===== src/rtl/mem_access_ctrl.sv =====
// Load/store access sequencer between the control unit and an asynchronous RAM (mov/moc handshake).
// Optional MEM_ALIGN_CHECK_EN rejects misaligned halfword/word requests before any RAM access.
module mem_access_ctrl #(
  parameter int TIMEOUT = 64
) (
  input  logic        clk,
  input  logic        reset,
  input  logic        req,
  input  logic [5:0]  op3,
  input  logic [31:0] addr,
  input  logic [31:0] wdata,
  output logic        busy,
  output logic        done,
  output logic        err,
  output logic [1:0]  err_code,
  output logic [31:0] rdata,
  output logic        mem_mov,
  output logic        mem_rw,
  output logic        mem_sign,
  output logic [1:0]  mem_size,
  output logic [31:0] mem_address,
  output logic [31:0] mem_data_out,
  input  logic        mem_moc,
  input  logic [31:0] mem_data_in
);

  localparam int CNT_W = $clog2(TIMEOUT + 1);

  typedef enum logic [2:0] {IDLE, ISSUE, WAIT, RELEASE, FINISH} state_t;

  state_t             state_q, state_d;
  logic [CNT_W-1:0]   cnt_q, cnt_d;
  logic               busy_q, busy_d, done_q, done_d, err_q, err_d;
  logic [1:0]         err_code_q, err_code_d;
  logic [31:0]        rdata_q, rdata_d;
  logic               mov_q, mov_d, rw_q, rw_d, sign_q, sign_d;
  logic [1:0]         size_q, size_d;
  logic [31:0]        address_q, address_d, data_out_q, data_out_d;

  logic               dec_legal, dec_rw, dec_sign, misalign;
  logic [1:0]         dec_size;

  // Returns {legal, rw, sign, size[1:0]}.
  function automatic logic [4:0] decode_op(input logic [5:0] op);
    case (op)
      6'b001001: decode_op = {1'b1, 1'b1, 1'b1, 2'b00}; // LDSB
      6'b001010: decode_op = {1'b1, 1'b1, 1'b1, 2'b01}; // LDSH
      6'b000001: decode_op = {1'b1, 1'b1, 1'b0, 2'b00}; // LDUB
      6'b000010: decode_op = {1'b1, 1'b1, 1'b0, 2'b01}; // LDUH
      6'b000000: decode_op = {1'b1, 1'b1, 1'b0, 2'b10}; // LD
      6'b000101: decode_op = {1'b1, 1'b0, 1'b0, 2'b00}; // STB
      6'b000110: decode_op = {1'b1, 1'b0, 1'b0, 2'b01}; // STH
      6'b000100: decode_op = {1'b1, 1'b0, 1'b0, 2'b10}; // ST
      default:   decode_op = 5'b0;
    endcase
  endfunction

  always_comb begin
    {dec_legal, dec_rw, dec_sign, dec_size} = decode_op(op3);
    misalign = 1'b0;
`ifdef MEM_ALIGN_CHECK_EN
    misalign = ((dec_size == 2'b01) && addr[0]) ||
               ((dec_size == 2'b10) && (addr[1:0] != 2'b00));
`endif
  end

  always_comb begin
    state_d    = state_q;
    cnt_d      = cnt_q;
    done_d     = 1'b0;
    err_d      = 1'b0;
    err_code_d = err_code_q;
    rdata_d    = rdata_q;
    mov_d      = mov_q;
    rw_d       = rw_q;
    sign_d     = sign_q;
    size_d     = size_q;
    address_d  = address_q;
    data_out_d = data_out_q;
    case (state_q)
      IDLE: begin
        mov_d = 1'b0;
        if (req) begin
          if (!dec_legal) begin
            err_d      = 1'b1;
            err_code_d = 2'b01;
          end else if (misalign) begin
            err_d      = 1'b1;
            err_code_d = 2'b10;
          end else begin
            state_d    = ISSUE;
            mov_d      = 1'b1;
            cnt_d      = '0;
            err_code_d = 2'b00;
            rw_d       = dec_rw;
            sign_d     = dec_sign;
            size_d     = dec_size;
            address_d  = addr;
            data_out_d = wdata;
          end
        end
      end
      ISSUE: begin
        state_d = WAIT;
        cnt_d   = '0;
      end
      WAIT: begin
        if (mem_moc) begin
          if (rw_q) rdata_d = mem_data_in;
          mov_d   = 1'b0;
          state_d = RELEASE;
        end else if ((cnt_q + CNT_W'(1)) == CNT_W'(TIMEOUT)) begin
          mov_d      = 1'b0;
          err_d      = 1'b1;
          err_code_d = 2'b11;
          cnt_d      = '0;
          state_d    = IDLE;
        end else begin
          cnt_d = cnt_q + CNT_W'(1);
        end
      end
      RELEASE: begin
        if (!mem_moc) begin
          done_d  = 1'b1;
          state_d = FINISH;
        end
      end
      FINISH:  state_d = IDLE;
      default: state_d = IDLE;
    endcase
    busy_d = (state_d != IDLE);
  end

  always_ff @(posedge clk) begin
    if (reset) begin
      state_q    <= IDLE;
      cnt_q      <= '0;
      busy_q     <= 1'b0;
      done_q     <= 1'b0;
      err_q      <= 1'b0;
      err_code_q <= 2'b00;
      rdata_q    <= '0;
      mov_q      <= 1'b0;
      rw_q       <= 1'b0;
      sign_q     <= 1'b0;
      size_q     <= 2'b00;
      address_q  <= '0;
      data_out_q <= '0;
    end else begin
      state_q    <= state_d;
      cnt_q      <= cnt_d;
      busy_q     <= busy_d;
      done_q     <= done_d;
      err_q      <= err_d;
      err_code_q <= err_code_d;
      rdata_q    <= rdata_d;
      mov_q      <= mov_d;
      rw_q       <= rw_d;
      sign_q     <= sign_d;
      size_q     <= size_d;
      address_q  <= address_d;
      data_out_q <= data_out_d;
    end
  end

  assign busy         = busy_q;
  assign done         = done_q;
  assign err          = err_q;
  assign err_code     = err_code_q;
  assign rdata        = rdata_q;
  assign mem_mov      = mov_q;
  assign mem_rw       = rw_q;
  assign mem_sign     = sign_q;
  assign mem_size     = size_q;
  assign mem_address  = address_q;
  assign mem_data_out = data_out_q;

endmodule

===== config.mk =====
export PLATFORM = sky130hd
export DESIGN_NAME = mem_access_ctrl
export DESIGN_NICKNAME = d
export VERILOG_FILES = /design/src/rtl/mem_access_ctrl.sv
export SDC_FILE = /design/constraint.sdc
export NUM_CORES = 1
export LEC_CHECK = 0
export BUFFER_PORTS_ARGS = -buffer_cell sky130_fd_sc_hd__buf_2
export CORE_ASPECT_RATIO = 0.7
export CORE_MARGIN = 8
export CORE_UTILIZATION = 49
export CTS_CLUSTER_DIAMETER = 120
export CTS_CLUSTER_SIZE = 10
export DETAILED_ROUTE_END_ITERATION = 12
export GPL_ROUTABILITY_DRIVEN = 1
export PLACE_DENSITY_LB_ADDON = 0.15
export SLEW_MARGIN = 20
export SYNTH_ARGS = -nofsm -noshare
export SYNTH_HDL_FRONTEND = slang
export SYNTH_SLANG_ARGS = --single-unit

===== constraint.sdc =====
create_clock -name clk -period 3.9 [get_ports clk]
set_clock_uncertainty 0.15 [all_clocks]
set_input_delay 0.78 -clock clk [delete_from_list [all_inputs] [get_ports clk]]
set_output_delay 0.78 -clock clk [all_outputs]
set_load 0.02 [all_outputs]

==> metrics list, run 1 <==
- Outcome: finished clean
* Number of buffers on the longest clock path: 2
- Period Utilization, post-route: a little over three fifths
- The critical path contains buffers and inverters numbering 3 combined.
* Data required time at the worst endpoint: between 4 and 5 ns
- STA classifies the critical path startpoint as an input port.
- Port-buffer cells: roughly 210
- Combined global-route utilization of all metal layers: a little over a fifth
- CP cell instances: buf_2 -> inv_1 -> ha_1 -> and3b_1 -> o2111a_2 -> buf_12 -> nand4_1 -> a21oi_1
- The die is roughly 130 um wide.
* Worst voltage drop across the vdd grid: approximately 0.37 mV
- Post-detailed-route count of antenna-violating nets: 0
* Clk Latency, worst-skew pair: 0.40 ns
- For this run, asynchronously set or reset flops after synthesis account for 0%.
- Area growth from synthesis to layout: 38.9%
- Ports placed on the boundary: approximately 210
- Setup repair after global routing left no endpoint under its margin.
- Leftover overflow at the end of global routing: 0
- Number of H-tree branching levels: 4
- Std-Cell Rows: 28
* Leading cell type by number of instances after synthesis: nand2_1
* Mean routed wirelength per cell: about 15 um
- Adding up every negative setup slack in the final design gives 0 ns.
- Using the TritonRoute via totals, the vias-per-cell ratio works out to 4.98.
* Slew Viols, Final: 0
* Kind of critical path: in2reg
- The largest single stage delay on the critical path is between 0.6 and 0.7 ns.
- After clock tree synthesis, the clock-pin slew on the worst setup and hold paths is about 0.05 ns.
- Number of buffers inserted by hold repair at cts: 0
- The floorplan step defined a core boundary enclosing approximately 8500 um^2.
* Power per standard cell area: 482 nW/um^2
- For the pin with the worst max-slew slack, the measured transition is ~0.8 ns.
- Antenna diode count: 0
- Endpoint class of the critical path: flip-flop
- Post-layout minimum cycle time: about 2.5 ns
- Count of non-filler cells in the finished layout: 874
- Summed over all cells, the static leakage comes to 2.67 nW.
- The number of antenna violations at the first check in global routing was 0.
- The min-delay analysis places its worst path in the category reg2reg.
- Register area share after synthesis: between 50 and 60%
- Fraction of final layout cells sized beyond drive strength 1: about a third
- The tool flagged a number of max-cap violations equal to 0.
* Number of enable flip-flop cells after synthesis: 0
- The hold violation total from the final report is 0.
- Area share of the largest cell type after synthesis: a little over half
- The congestion estimate from routability-driven global placement came to 0.827.
- CTS root buffer: clkbuf_16
* Worst path top cell family by delay: compound AO/OA/AOI/OAI gates
- Entering global routing, the biggest net connects 78 pins.
- Setup violations remaining at the end of the flow were counted as 0.
- Netlist cell types: 39
- The commonest cells after synthesis are 205 x nand2_1, 116 x dfxtp_1, 108 x a21oi_1.
* Number of design rule violations left after detail routing: 0
- After the last flow step, the layout net total stands at between 800 and 900.
* Global-route wire length before repair: 20700 um
- Including well taps, the total number of placed cells is 843.
- Measured against its own limit, the worst slew margin works out to a little under half.
* Synth area leader: dfxtp_1
* Iteration-0 DRC count of the detailed router: 226
* Num CTS Buffers: 17
* Area of the die: between 10000 and 15000 um^2
* Critical Path Slowest Stage Cell: o2111a_2
- The via count of the first global-routing pass was approximately 4.3k.
* Total design power: between 2 and 3 mW
- Top cells by area, synth: dfxtp_1 54%, nand2_1 18%, a21oi_1 13%
* Mapped Avg Cell Area: between 7 and 8 um^2
- Synthesis handed over a netlist of about 540 instances.
* Total Routed Length: around 13000 um
* Max Clock Freq: between 0.4 and 0.5 GHz
* Detailed Place HPWL: just under 10000 um
* Post-CTS Setup Repair Bufs: 0
- Max Fanout on Critical Path: between 40 and 50
* Syn Nets: 654
- Starting utilization of the core area: 50.8%
* CTS tree: built
* Flops & latches, synth: approximately 120
* Number of clock sinks: between 100 and 150
* Number of gates given a new drive strength after cts: 0
- Across all layers, the routed design uses between 4k and 5k vias.
- First-pass iteration count of the detailed router: 4
* Count of warnings emitted by yosys: 0
* Synth Cell Area: between 4000 and 5000 um^2
* Post-synth top flop: dfxtp_1
- Crit path arrival time: approximately 2.6 ns
- Die Y-Extent: approximately 95 um
-- worst min-delay path: stages, from the launching register on --
cell	delay (ns)
dfxtp_1	0.30
nand2_1	0.05
a21oi_1	0.05
-- registers in the layout, summed over array words and instances (netlist names) --
register / flops
done: 1
err_code: 2
mem_address: 32
mem_size: 2
mem_mov: 1
mem_sign: 1
mem_data_out: 32
err: 1
rdata: 32
mem_rw: 1
cnt_q: 7
state_q: 3
busy: 1
-- logic make-up (layout without fill, tap and decap cells) --
| logic type | after synthesis | in the layout | synth area share [%] |
|---|---|---|---|
| and+or+nand+nor | 252 | 252 | 24.4 |
| adders and majority gates | 4 | 4 | 1.16 |
| buffers and inverters | 42 | 252 | 4.40 |
| DFF | 116 | 116 | 53.7 |
| AOI/OAI and AO/OA | 130 | 130 | 16.4 |
-- final timing paths --
| check | startpoint | end | slack [ns] | cells after the start |
|---|---|---|---|---|
| setup / recovery | op3[0] | mem_size[0]$_SDFFE_PP0P_ | 1.43 | 8 |
| hold / removal | mem_data_out[0]$_SDFFE_PP0P_ | mem_data_out[0]$_SDFFE_PP0P_ | 0.30 | 2 |
| setup reg to reg | state_q[1]$_SDFF_PP0_ | mem_size[0]$_SDFFE_PP0P_ | 1.70 | 5 |
| hold reg to reg | mem_data_out[0]$_SDFFE_PP0P_ | mem_data_out[0]$_SDFFE_PP0P_ | 0.30 | 2 |
-- power by group --
group,internal [mW],leakage (nW),switching (mW)
sequential,1.21,0.937,0.0146
clock,0.988,0.286,0.489
combinational,0.0791,1.44,0.115
-- cell type report --
class	count	area, um^2
repair buffers	217	1130
clock buffers	28	537
fillers	732	2510
clock inverters	3	40.0
inverters	4	15.0
multi-input cells	386	1810
flip-flops and latches	116	2320
well taps	120	150
-- cell usage in the layout (no fill, tap or decap), types with 3 or more instances in the layout --
cell         n
nand2_1    205
nor3_1       6
o21ai_0      7
ha_1         4
inv_1        4
clkbuf_16   17
a21oi_1    108
buf_4        5
buf_2      210
a311oi_1     3
nor2_1      12
clkbuf_1     4
and3_1       3
dfxtp_1    116
nand3_1      5
nand4b_1     4
clkbuf_8     7
-- per-layer routing --
metal,GRT usage [%],part of all wire (%)
met5,0,0
met4,8.18,1.7
met3,12.4,13
met2,35.8,47
met1,22.1,39
-- stage by stage --
stage	utilization [%]	hold WS [ns]	setup slack [ns]	instance area, um^2
after floorplan	-	0.321	1.57	4320
after global placement	63.8	0.288	1.11	5430
after detailed placement	63.8	0.293	1.04	5430
after CTS	70.5	0.299	1.40	6000
after global routing	70.5	0.316	1.37	6010
final	70.5	0.298	1.43	6010
Note: power is estimated with default switching activity, not from simulation.
==> inputs of run 2 (changes only) <==
Settings changed: CORE_UTILIZATION 49 to 46.
Clock period 3.9 ns to 2.5 ns, I/O delays scaled along.
==> run 2 against run 1 <==
Net effect:
- combinational power grew 61%
- sequential power grew 57%
- design area grew 0.67%
- clock power grew 53%
- die area grew 5.5%
- sequential share of layout area shrank 0.26 points
- sequential cell count is the same
- via count grew 1.3%
- core utilization shrank 4.2 points
- total power grew 55%
- global-route usage shrank 0.79 points
- clock-buffer cell count shrank 5
- critical endpoint is now mem_address[5]$_SDFFE_PP0P_
==> metrics list, run 2 (synthesis results as in run 1) <==
* Outcome: finished clean
- Number of buffers on the longest clock path: 2
- Most frequent cells in the layout: 210 x buf_2, 205 x nand2_1, 116 x dfxtp_1
- Crit path arrival time: ~2.1 ns
* Post-layout minimum cycle time: between 1.5 and 2 ns
* Placed Cells incl. Taps: about 850
* Critical Path Slowest Stage Cell: o2111a_2
- Post-CTS Setup Repair Bufs: 0
- The later pin in the worst-skew pair is clocked with a latency of around 0.40 ns.
- Leftover overflow at the end of global routing: 0
* Source of the worst hold timing path: op3[2]
- GP Congestion: between 0.7 and 0.8
- Prior to clock tree synthesis, the placed netlist has a worst setup slack of between 0.15 and 0.2 ns.
* Num CTS Buffers: 17
* Mean routed wirelength per cell: approximately 15 um
- Fill cells: ~800
* Worst path top cell family by delay: compound AO/OA/AOI/OAI gates
- Post-Place Cell Area: roughly 5500 um^2
* DR vias/cell: 5.02
* Kind of start point of the critical path: input port
- Data on the critical path is required at its endpoint by around 2.7 ns.
- Summed area of non-filler cells in the final layout: 6050 um^2
- The number of antenna violations at the first check in global routing was 2.
* Final-layout setup total negative slack: 0 ns
* Power per standard cell area: 741 nW/um^2
- Number of design rule violations left after detail routing: 0
- The number of pins with negative max-slew slack in the final report came to 0.
- Hold is met by roughly 0.18 ns.
* Global-route wire length before repair: ~22000 um
- For this run, the share of the core covered by cells in the final layout is around 66%.
- Detailed Place HPWL: between 9000 and 10000 um
- Total Routed Length: between 10000 and 15000 um
- CTS root buffer: clkbuf_16
* Core area: ~9100 um^2
- The largest single stage delay on the critical path is about 0.53 ns.
- Entering global routing, the biggest net connects 58 pins.
- After layout, the worst setup slack is ~0.55 ns.
- The die is approximately 130 um wide.
- Together, buffers and inverters on the worst path number 3.
* Commonest non-fill, non-tap cell in the layout: buf_2
- Ports placed on the boundary: about 210
* Final count of hold timing violations: 0
- Area of the die: 12800 um^2
- Summed over all cells, the static leakage comes to 2.68 nW.
* RSZ-0062 raised after global routing: no
- STA classifies the critical path endpoint as a flip-flop.
* Starting utilization of the core area: ~47%
- Before antenna repair, the detailed router went through 4 iterations.
- The via count of the first global-routing pass is 4504.
- Count of non-filler cells in the finished layout: 878
- Total via count in the routed design: around 4.4k
* Total design power: around 4.5 mW
* Period Utilization, post-route: ~78%
- The worst pin sits at a relative slew slack of a little under three fifths.
- TritonCTS built the clock tree.
- The critical path is of the in2reg type.
* Classification of the worst-slack hold path: in2reg
* Final-stage net count: between 800 and 900
- Hold repair after CTS inserted 0 buffers.
- Number of clock sinks: between 100 and 150
- Clock-pin slew was measured on the worst setup and hold paths at 0.05 ns.
- Max Clock Freq: 0.512 GHz
* Number of violations of the max-capacitance limit: 0
- Post-detailed-route count of antenna-violating nets: 0
* Iteration-0 DRC count of the detailed router: 218
- Port-buffer cells: between 200 and 250
- The most critical setup path has its startpoint at op3[0].
- Std-Cell Rows: 29
- Die Y-Extent: approximately 97 um
- Across the VDD grid, the largest voltage drop is between 0.4 and 0.5 mV.
- Count of final setup violators: 0
- Antenna diode count: 0
- Transition time at the pin with the least slew margin: roughly 0.64 ns
- In this run, post-CTS repair resized a total of 0 instances.
- Fraction of final layout cells sized beyond drive strength 1: 33.3%
- Max Fanout on Critical Path: 34
- In the global route stage, overall resource usage came out at around 21%.
- The worst register-to-register path begins at state_q[1]$_SDFF_PP0_.
- Area growth from synthesis to layout: 39.9%
- Number of H-tree branching levels: 4
* CP cell instances: buf_2 -> inv_1 -> ha_1 -> and3b_1 -> o2111a_2 -> buf_12 -> nand2_1 -> a21oi_1
[run 2: worst paths after layout]
path,slack (ns),cells after the start,to
worst max-delay path,0.55,8,mem_address[5]$_SDFFE_PP0P_
worst min-delay path,0.18,2,mem_rw$_SDFFE_PP0P_
worst max register to register,0.58,6,rdata[30]$_SDFFE_PP0P_
worst min register to register,0.30,2,mem_address[14]$_SDFFE_PP0P_
[run 2: report_power, final]
group,leakage [nW],internal (mW),switching [mW],total (mW)
logic,1.47,0.131,0.181,0.312
registers,0.937,1.89,0.0224,1.91
clock network,0.273,1.49,0.766,2.26
total,2.68,3.51,0.970,4.48
[run 2: worst reg2reg max path, cell delays in order, from the launching register on]
cell and delay (ns):
dfxtp_1 0.55, inv_1 0.11, nor3_1 0.27, and3_1 0.20, buf_4 0.31, nand2_1 0.12
a21oi_1 0.14
[run 2: per-layer routing]
layer	vias up	global-route usage [%]	wire length [um]
li1	2200	-	-
met1	2004	22.6	5300
met2	176	33.4	6200
met3	27	10.6	1420
met4	4	8.18	234
met5	-	0	26
[run 2: layout make-up]
class | count | area [um^2] | area share (%)
inverters | 4 | 15.0 | 0.248
flip-flops and latches | 116 | 2320 | 38.4
clock buffers | 23 | 468 | 7.74
well taps | 124 | 155 | 2.57
clock inverters | 6 | 80.1 | 1.32
repair buffers | 219 | 1190 | 19.7
multi-input cells | 386 | 1810 | 30.0
